**config.mk**
```make
export PLATFORM = sky130hd
export DESIGN_NAME = am_err_monitor
export DESIGN_NICKNAME = d
export VERILOG_FILES = /design/src/rtl/am_err_monitor.sv
export SDC_FILE = /design/constraint.sdc
export NUM_CORES = 1
export LEC_CHECK = 0
export CORE_AREA = 4 4 133 198
export CTS_CLUSTER_SIZE = 20
export DETAILED_ROUTE_END_ITERATION = 10
export DIE_AREA = 0 0 137 202
export DONT_BUFFER_PORTS = 1
export PLACE_DENSITY = 0.78
export SLEW_MARGIN = 20
export SYNTH_ARGS = -nofsm -noshare
export SYNTH_HDL_FRONTEND = slang
export SYNTH_SLANG_ARGS = --single-unit
```
**constraint.sdc**
```tcl
create_clock -name clk -period 4.45 [get_ports clk]
set_input_delay 0.89 -clock clk [delete_from_list [all_inputs] [get_ports clk]]
set_output_delay 0.89 -clock clk [all_outputs]
set_load 0.1 [all_outputs]
```
**src/rtl/am_err_monitor.sv**
```systemverilog
// Error-statistics monitor for unsigned WxW approximate multipliers: compares each streamed
// approximate product against the exact one and accumulates count, sum, max and bias of the error.
module am_err_monitor #(
    parameter int unsigned W     = 8,
    parameter int unsigned CNT_W = 16,
    parameter int unsigned SUM_W = 40
) (
    input  logic               clk,
    input  logic               rst_n,
    input  logic               start,
    input  logic [CNT_W-1:0]   num_samples,
    input  logic               in_valid,
    output logic               in_ready,
    input  logic [W-1:0]       x,
    input  logic [W-1:0]       y,
    input  logic [2*W-1:0]     z_approx,
    output logic               busy,
    output logic               done,
    output logic [CNT_W-1:0]   err_cnt,
    output logic [SUM_W-1:0]   sum_ed,
    output logic [2*W-1:0]     max_ed,
    output logic [SUM_W:0]     bias
);

    localparam int unsigned PW = 2 * W;

    typedef enum logic [1:0] {StIdle, StRun, StDrain, StDone} state_e;

    state_e             state_q, state_d;
    logic [CNT_W-1:0]   remaining_q, remaining_d;
    logic               clear, accept;

    logic               s1_valid_q, s1_last_q;
    logic [W-1:0]       s1_x_q, s1_y_q;
    logic [PW-1:0]      s1_z_q;
    logic               s2_valid_q, s2_last_q;
    logic [PW:0]        s2_d_q;

    logic [PW-1:0]      exact_c;
    logic [PW:0]        d_c;
    logic [PW:0]        ed_c;

    logic [CNT_W-1:0]   err_cnt_q, err_cnt_d;
    logic [SUM_W-1:0]   sum_ed_q, sum_ed_d;
    logic [PW-1:0]      max_ed_q, max_ed_d;
    logic [SUM_W:0]     bias_q, bias_d;

    assign accept   = (state_q == StRun) && in_valid;
    assign in_ready = (state_q == StRun);
    assign busy     = (state_q == StRun) || (state_q == StDrain);
    assign done     = (state_q == StDone);

    always_comb begin
        state_d     = state_q;
        remaining_d = remaining_q;
        clear       = 1'b0;
        unique case (state_q)
            StIdle, StDone: begin
                if (start) begin
                    clear       = 1'b1;
                    remaining_d = num_samples;
                    state_d     = (num_samples != '0) ? StRun : StDone;
                end
            end
            StRun: begin
                if (accept) begin
                    remaining_d = remaining_q - 1'b1;
                    if (remaining_q == {{(CNT_W-1){1'b0}}, 1'b1}) state_d = StDrain;
                end
            end
            StDrain: begin
                if (s2_valid_q && s2_last_q) state_d = StDone;
            end
            default: state_d = StIdle;
        endcase
    end

    // Difference kept as PW+1-bit two's complement so it can span -(2^W-1)^2 .. 2^PW-1.
    always_comb begin
        exact_c = {{W{1'b0}}, s1_x_q} * {{W{1'b0}}, s1_y_q};
        d_c     = {1'b0, s1_z_q} - {1'b0, exact_c};
        ed_c    = s2_d_q[PW] ? (~s2_d_q + 1'b1) : s2_d_q;
    end

    always_comb begin
        err_cnt_d = err_cnt_q;
        sum_ed_d  = sum_ed_q;
        max_ed_d  = max_ed_q;
        bias_d    = bias_q;
        if (clear) begin
            err_cnt_d = '0;
            sum_ed_d  = '0;
            max_ed_d  = '0;
            bias_d    = '0;
        end else if (s2_valid_q) begin
            err_cnt_d = err_cnt_q + {{(CNT_W-1){1'b0}}, (s2_d_q != '0)};
            sum_ed_d  = sum_ed_q + {{(SUM_W-PW-1){1'b0}}, ed_c};
            bias_d    = bias_q + {{(SUM_W-PW){s2_d_q[PW]}}, s2_d_q};
            if (ed_c > {1'b0, max_ed_q}) max_ed_d = ed_c[PW-1:0];
        end
    end

    always_ff @(posedge clk) begin
        if (!rst_n) begin
            state_q     <= StIdle;
            remaining_q <= '0;
            s1_valid_q  <= 1'b0;
            s1_last_q   <= 1'b0;
            s1_x_q      <= '0;
            s1_y_q      <= '0;
            s1_z_q      <= '0;
            s2_valid_q  <= 1'b0;
            s2_last_q   <= 1'b0;
            s2_d_q      <= '0;
            err_cnt_q   <= '0;
            sum_ed_q    <= '0;
            max_ed_q    <= '0;
            bias_q      <= '0;
        end else begin
            state_q     <= state_d;
            remaining_q <= remaining_d;
            err_cnt_q   <= err_cnt_d;
            sum_ed_q    <= sum_ed_d;
            max_ed_q    <= max_ed_d;
            bias_q      <= bias_d;
            s1_valid_q  <= accept && !clear;
            s2_valid_q  <= s1_valid_q && !clear;
            s2_last_q   <= s1_last_q;
            s2_d_q      <= d_c;
            if (accept) begin
                s1_x_q    <= x;
                s1_y_q    <= y;
                s1_z_q    <= z_approx;
                s1_last_q <= (remaining_q == {{(CNT_W-1){1'b0}}, 1'b1});
            end
        end
    end

    assign err_cnt = err_cnt_q;
    assign sum_ed  = sum_ed_q;
    assign max_ed  = max_ed_q;
    assign bias    = bias_q;

endmodule

```
==> results of run 1 <==
## metrics by stage
step / cells / power, uW / setup slack (ns)
6_report: 2039 / 6330 / 0.117
5_1_grt: 2039 / 6800 / -0.0516
4_1_cts: 2039 / 6280 / 0.0117
3_5_place_dp: 2007 / 4770 / -0.0428
3_3_place_gp: 2007 / 4680 / 0.0645
2_1_floorplan: 1624 / 4170 / 0.104
## final cells by class
| class | count | area, um^2 | area share (%) |
|---|---|---|---|
| clock buffer | 17 | 425 | 2.82 |
| inverter | 124 | 465 | 3.08 |
| multi-input combinational | 1250 | 9000 | 59.7 |
| timing repair buffer | 125 | 938 | 6.22 |
| sequential | 184 | 3700 | 24.5 |
| clock inverter | 15 | 151 | 1.00 |
| tap | 324 | 405 | 2.69 |
## routing by layer
| layer | vias up | track usage (%) | wire length (um) |
|---|---|---|---|
| met5 | - | 0 | 0 |
| met4 | 0 | 8.06 | 860 |
| met3 | 56 | 5.65 | 2030 |
| met2 | 252 | 43.8 | 17600 |
| met1 | 5404 | 25.0 | 12500 |
| li1 | 5735 | - | - |
## flip-flops by register name, indices dropped and copies added, names as in the netlist
register	cells
s2_last_q	1
s1_last_q	1
s2_valid_q	1
s1_y_q	8
err_cnt	16
s1_valid_q	1
remaining_q	16
s1_z_q	16
max_ed	16
sum_ed	40
s2_d_q	17
state_q	2
s1_x_q	8
bias	41
## cells in the final DEF (no fill, tap or decap), types with 31 or more instances in the layout
cell and n:
dfxtp_1 175, nor2_1 161, buf_4 125, fa_1 50, nand2_1 175, xor2_1 55, mux2i_1 53, ha_1 119
a21o_1 34, o21ai_0 77, xnor2_1 50, a21oi_1 112, nor3_1 31, inv_1 121, nand3_1 48, and2_1 46
## kinds of logic after synthesis
logic type,count (synthesis)
flip-flops,184
buffers and inverters,190
adder cells (fa/ha/maj),174
AND/OR/NAND/NOR,568
AO/OA/AOI/OAI,350
multiplexers,53
XOR/XNOR,105
## timing repair
| action | 4_1_cts | 5_1_grt |
|---|---|---|
| resized for setup | 2 | 23 |
| endpoints found under the setup margin | 1 | 5 |
| endpoints found under the hold margin | 0 | 0 |
| pin swaps | 1 | 5 |
## worst paths after layout
check | start | to | slack [ns] | depth (start not counted)
worst max-delay path | s1_x_q[0] | s2_d_q[16] | 0.12 | 15
worst max register to register | s1_x_q[0] | s2_d_q[16] | 0.12 | 15
worst min register to register | s1_valid_q | s2_valid_q | 0.46 | 1
worst min-delay path | s1_valid_q | s2_valid_q | 0.46 | 1
## power by group
group	total [uW]	switching [uW]	internal (uW)
sequential	1970	175	1800
combinational	2860	1740	1130
clock	1490	739	748
## worst max-delay path, stage by stage (launching register included)
cell     delay (ns)
dfxtp_1        0.32
and2_1         0.18
fa_1           0.52
fa_1           0.52
fa_1           0.52
fa_1           0.54
inv_1          0.06
ha_4           0.27
nand3_1        0.08
a21oi_2        0.20
nor3_4         0.08
o41ai_4        0.41
nand4_1        0.23
a21oi_2        0.21
a41oi_2        0.04
o21ai_1        0.09
==> flow_summary.toml, run 1 <==
[global_routing]
overflow = 0
grt_use_total_pct = 23.4
antenna_found_initial = 0
grt_pass1_wl_um = 53300
grt_pass1_vias = 11400
grt_max_degree = 63

[detailed_routing]
drc = 0
vias = 11400
vias_per_cell = 5.61
avgRoutedWirePerCell_um = 16.2
drt_first_pass_iters = 4
ant_nets = 0
totalWireLength_um = 33000
drt_iter0_drc = 580

[clock_tree]
cts_setup_buffers = 0
h-tree-depth = 4
cts-buffers-inserted = 17
cts.sinks = 184
cts.clk_slew.worst_paths_ns = 0.08
clock_latency_ns = 0.45
root_buffer = "clkbuf_16"
cts_buffer_depth = 2
cts_tree = "built"
postCtsHoldBufs = 0

[logic_synthesis]
synth_ff_type = "dfxtp_1"
synth_mux_area_share_pct = 3.99
yosysSeqAreaShare_pct = 27.7
ys_ff_latch = 184
yosys.cell_types.count = 72
synth-edff-count = 0
synthArstFlopShare_pct = 0
synthCells = 1624
synth_xor_area_share_pct = 6.91
synthTopCellsByCount = "dfxtp_1, nand2_1, nor2_1, ha_1, inv_1"
synth_top_family_by_area = "simple AND/OR/NAND/NOR gates"
yosysWarnings = 0
syn_avg_cell_area_um2 = 8.20
synth_area_leaders = "dfxtp_1, ha_1, fa_1, nand2_1, nor2_1"
syn-num-nets = 1850
synth_top_cell_area_share_pct = 27.7
synth_simple_gate_area_share_pct = 20.1
synth_compound_gate_area_share_pct = 16.6
synth_fa_ha_area_share_pct = 19.2
syn_area_um2 = 13300
yosysMostFrequentCell = "dfxtp_1"
yosysTopAreaCell = "dfxtp_1"

[die]
dieWidth_um = 137
die_area_um2 = 27700
ioPinCount = 168
rows = 70
core_area_um2 = 24500
initial_utilization_pct = 54.3
die_h_um = 202

[placed_design]
placed_area_um2 = 14400
gp_congestion = 0.941
port_buffers = 0
dp_hpwl_um = 25300

[setup_path]
path_max_fanout = 4
cp-start-kind = "flop"
critPathKind = "flop to flop"
arrival_ns = 4.70
crit_required_ns = 4.82
end_kind = "flop"

[sta]
maxSlewViolCount = 0
period_needed_ns = 4.33
setup-violations-final = 0
finalCritPeriodShare_pct = 97.4
rsz0062_at_grt = "yes"
fin_worst_skew_ns = 0.0114
setup_tns_ns = 0
worstMarginPinSlew_ns = 1.10
maxSlewHeadroom_pct = 26.7
hold_viol = 0
holdWs_ns = 0.456
max_freq_ghz = 0.231

[power]
peakVddDrop_v = 0.000349
p_per_area_nw_per_um2 = 419
p_leak_uw = 0.00649

[cells_and_area]
final_cell_area_um2 = 15100
layout.nets = 1928
antenna_cells = 0
final_core_util_pct = 61.5
nFillCells = 2145
drive_gt1_share_pct = 11.8
area_growth_pct = 13.4

[status]
status = "finished, final reports clean"

[hold_path]
hold_class = "flop to flop"

[flow_run]
cap_violations = 0
(Power assumes the default switching activity.)
==> run 2: changes to the inputs <==
--- a/config.mk
+++ b/config.mk
@@ -10,6 +10,7 @@
 export DETAILED_ROUTE_END_ITERATION = 10
 export DIE_AREA = 0 0 137 202
 export DONT_BUFFER_PORTS = 1
+export GPL_TIMING_DRIVEN = 0
 export PLACE_DENSITY = 0.78
 export SLEW_MARGIN = 20
 export SYNTH_ARGS = -nofsm -noshare
==> flow_summary.toml, run 2 (same netlist as run 1, synthesis figures left out) <==
[detailed_routing]
vias = 11500
totalWireLength_um = 34700
avgRoutedWirePerCell_um = 17.5
drt_iter0_drc = 573
ant_nets = 0
vias_per_cell = 5.80
drt_first_pass_iters = 5
drc = 0

[cells_and_area]
final_cells = 1982
seqCellArea_um2 = 3750
area_growth_pct = 9.42
layout_common_cells = "nand2_1, dfxtp_1, nor2_1"
nFillCells = 2199
final_core_util_pct = 59.4
drive_gt1_share_pct = 6.51
largest_reg_flops = 41
final_common_cell = "nand2_1"
multiInputGateArea_um2 = 9040
antenna_cells = 0
layout.nets = 1872
final_cell_area_um2 = 14600

[setup_path]
r2r_cells = 16
critical_path.startpoint = "s1_x_q[6]"
critPathKind = "flop to flop"
r2r-start = "s1_x_q[6]"
regToRegSetupSlack_ns = 0.16
end_kind = "flop"
cp_num_cells = 16
crit_chain = "and2_4 -> fa_1 -> inv_1 -> fa_1 -> fa_1 -> inv_2 -> fa_1 -> inv_2 -> ha_4 -> nand3_4 -> a21oi_4 -> nor3_4 -> o41ai_4 -> nand4_1 -> a41oi_2 -> o21ai_1"
critPathTopFamily = "adder cells"
worstReg2RegEnd = "s2_d_q[16]"
cp-start-kind = "flop"
critPathMaxStageDelay_ns = 0.53
cpMaxStageDelayCell = "fa_1"
endpoint = "s2_d_q[16]"
worst-path-buf-inv = 3
arrival_ns = 4.63
path_max_fanout = 6
crit_required_ns = 4.78
cp_common_cell = "fa_1"

[global_routing]
antenna_found_initial = 0
grt_pass1_wl_um = 55100
grt_use_total_pct = 24.5
grt_pass1_vias = 11300
overflow = 0
grt_max_degree = 27

[flow_run]
cap_violations = 0

[power]
p_per_area_nw_per_um2 = 447
peakVddDrop_v = 0.000352
p_leak_uw = 0.00597

[sta]
fin_worst_skew_ns = 0.0114
max_freq_ghz = 0.233
worstMarginPinSlew_ns = 1.13
maxSlewHeadroom_pct = 24.4
hold_viol = 0
setup_tns_ns = 0
setup-violations-final = 0
maxSlewViolCount = 0
finalCritPeriodShare_pct = 96.4
period_needed_ns = 4.29

[placed_design]
dp_cells = 1948
dp_hpwl_um = 26900
port_buffers = 0
placed_area_um2 = 13700
gp_congestion = 0.934

[die]
ioPinCount = 168
initial_utilization_pct = 54.3
die_area_um2 = 27700
rows = 70
die_h_um = 202
dieWidth_um = 137
core_area_um2 = 24500

[clock_tree]
cts.clk_slew.worst_paths_ns = 0.07
root_buffer = "clkbuf_16"
cts_tree = "built"
cts-buffers-inserted = 17
cts_buffer_depth = 2
cts.sinks = 184
clock_latency_ns = 0.45
h-tree-depth = 4

[hold_path]
hold_class = "flop to flop"

[status]
status = "finished, final reports clean"
[run 2: cell types whose count changed in the layout (fill, tap and decap cells not counted), sizes merged]
cell      change
buf         -108
bufinv        +1
clkbuf       +52
clkinv        -2
clkinvlp      +2
inv           -2
[run 2: worst min-delay path by stage]
stage	from	end	slack [ns]	cells after the start
final	s1_last_q	s1_last_q	0.45	2
after global placement	s1_valid_q	s2_valid_q	0.43	1
after CTS	s1_last_q	s1_last_q	0.45	2
after detailed placement	s1_valid_q	s2_valid_q	0.44	1
after global routing	s1_last_q	s1_last_q	0.48	2
after floorplan	s1_valid_q	s2_valid_q	0.43	1
[run 2: worst min-delay path: stages (launching register included)]
cell	delay, ns
dfxtp_1	0.31
nand2_1	0.05
a21oi_1	0.05
[run 2: stage by stage]
step	setup slack (ns)	hold WS, ns	total power (uW)
CTS	0.00474	0.453	6360
global route	-0.0277	0.479	6970
detailed placement	-0.677	0.439	4770
floorplan	0.104	0.429	4170
finish	0.158	0.450	6510
global placement	-0.554	0.434	4700
[run 2: repair_timing]
item / in CTS / in global routing
setup buffers: 2 / 9
gates resized for setup: 13 / 56
hold buffers: 0 / 0
pin swaps: 1 / 21
endpoints found under the setup margin: 44 / 28
[run 2: power breakdown]
part | internal (uW) | total, uW | switching (uW)
Sequential | 1800 | 2060 | 257
Combinational | 1160 | 2910 | 1750
Clock | 796 | 1540 | 743
[run 2: metal layers]
| metal | up-vias | share of wire [%] | global-route usage (%) | routed length, um |
|---|---|---|---|---|
| met2 | 363 | 52 | 45.2 | 18200 |
| met1 | 5403 | 37 | 25.5 | 12800 |
| met5 | - | 0 | 0 | 0 |
| met4 | 0 | 4.1 | 10.9 | 1440 |
| li1 | 5632 | - | - | - |
| met3 | 94 | 6.6 | 6.10 | 2270 |
[run 2: area by class of cell]
class                   count  share of cell area [%]
flip-flops and latches    184                    25.7
well taps                 324                    2.78
inverters                 124                    3.20
clock buffers              17                    2.92
plain buffers              58                    1.62
multi-input cells        1250                    62.1
repair buffers             11                   0.576
clock inverters            14                    1.10
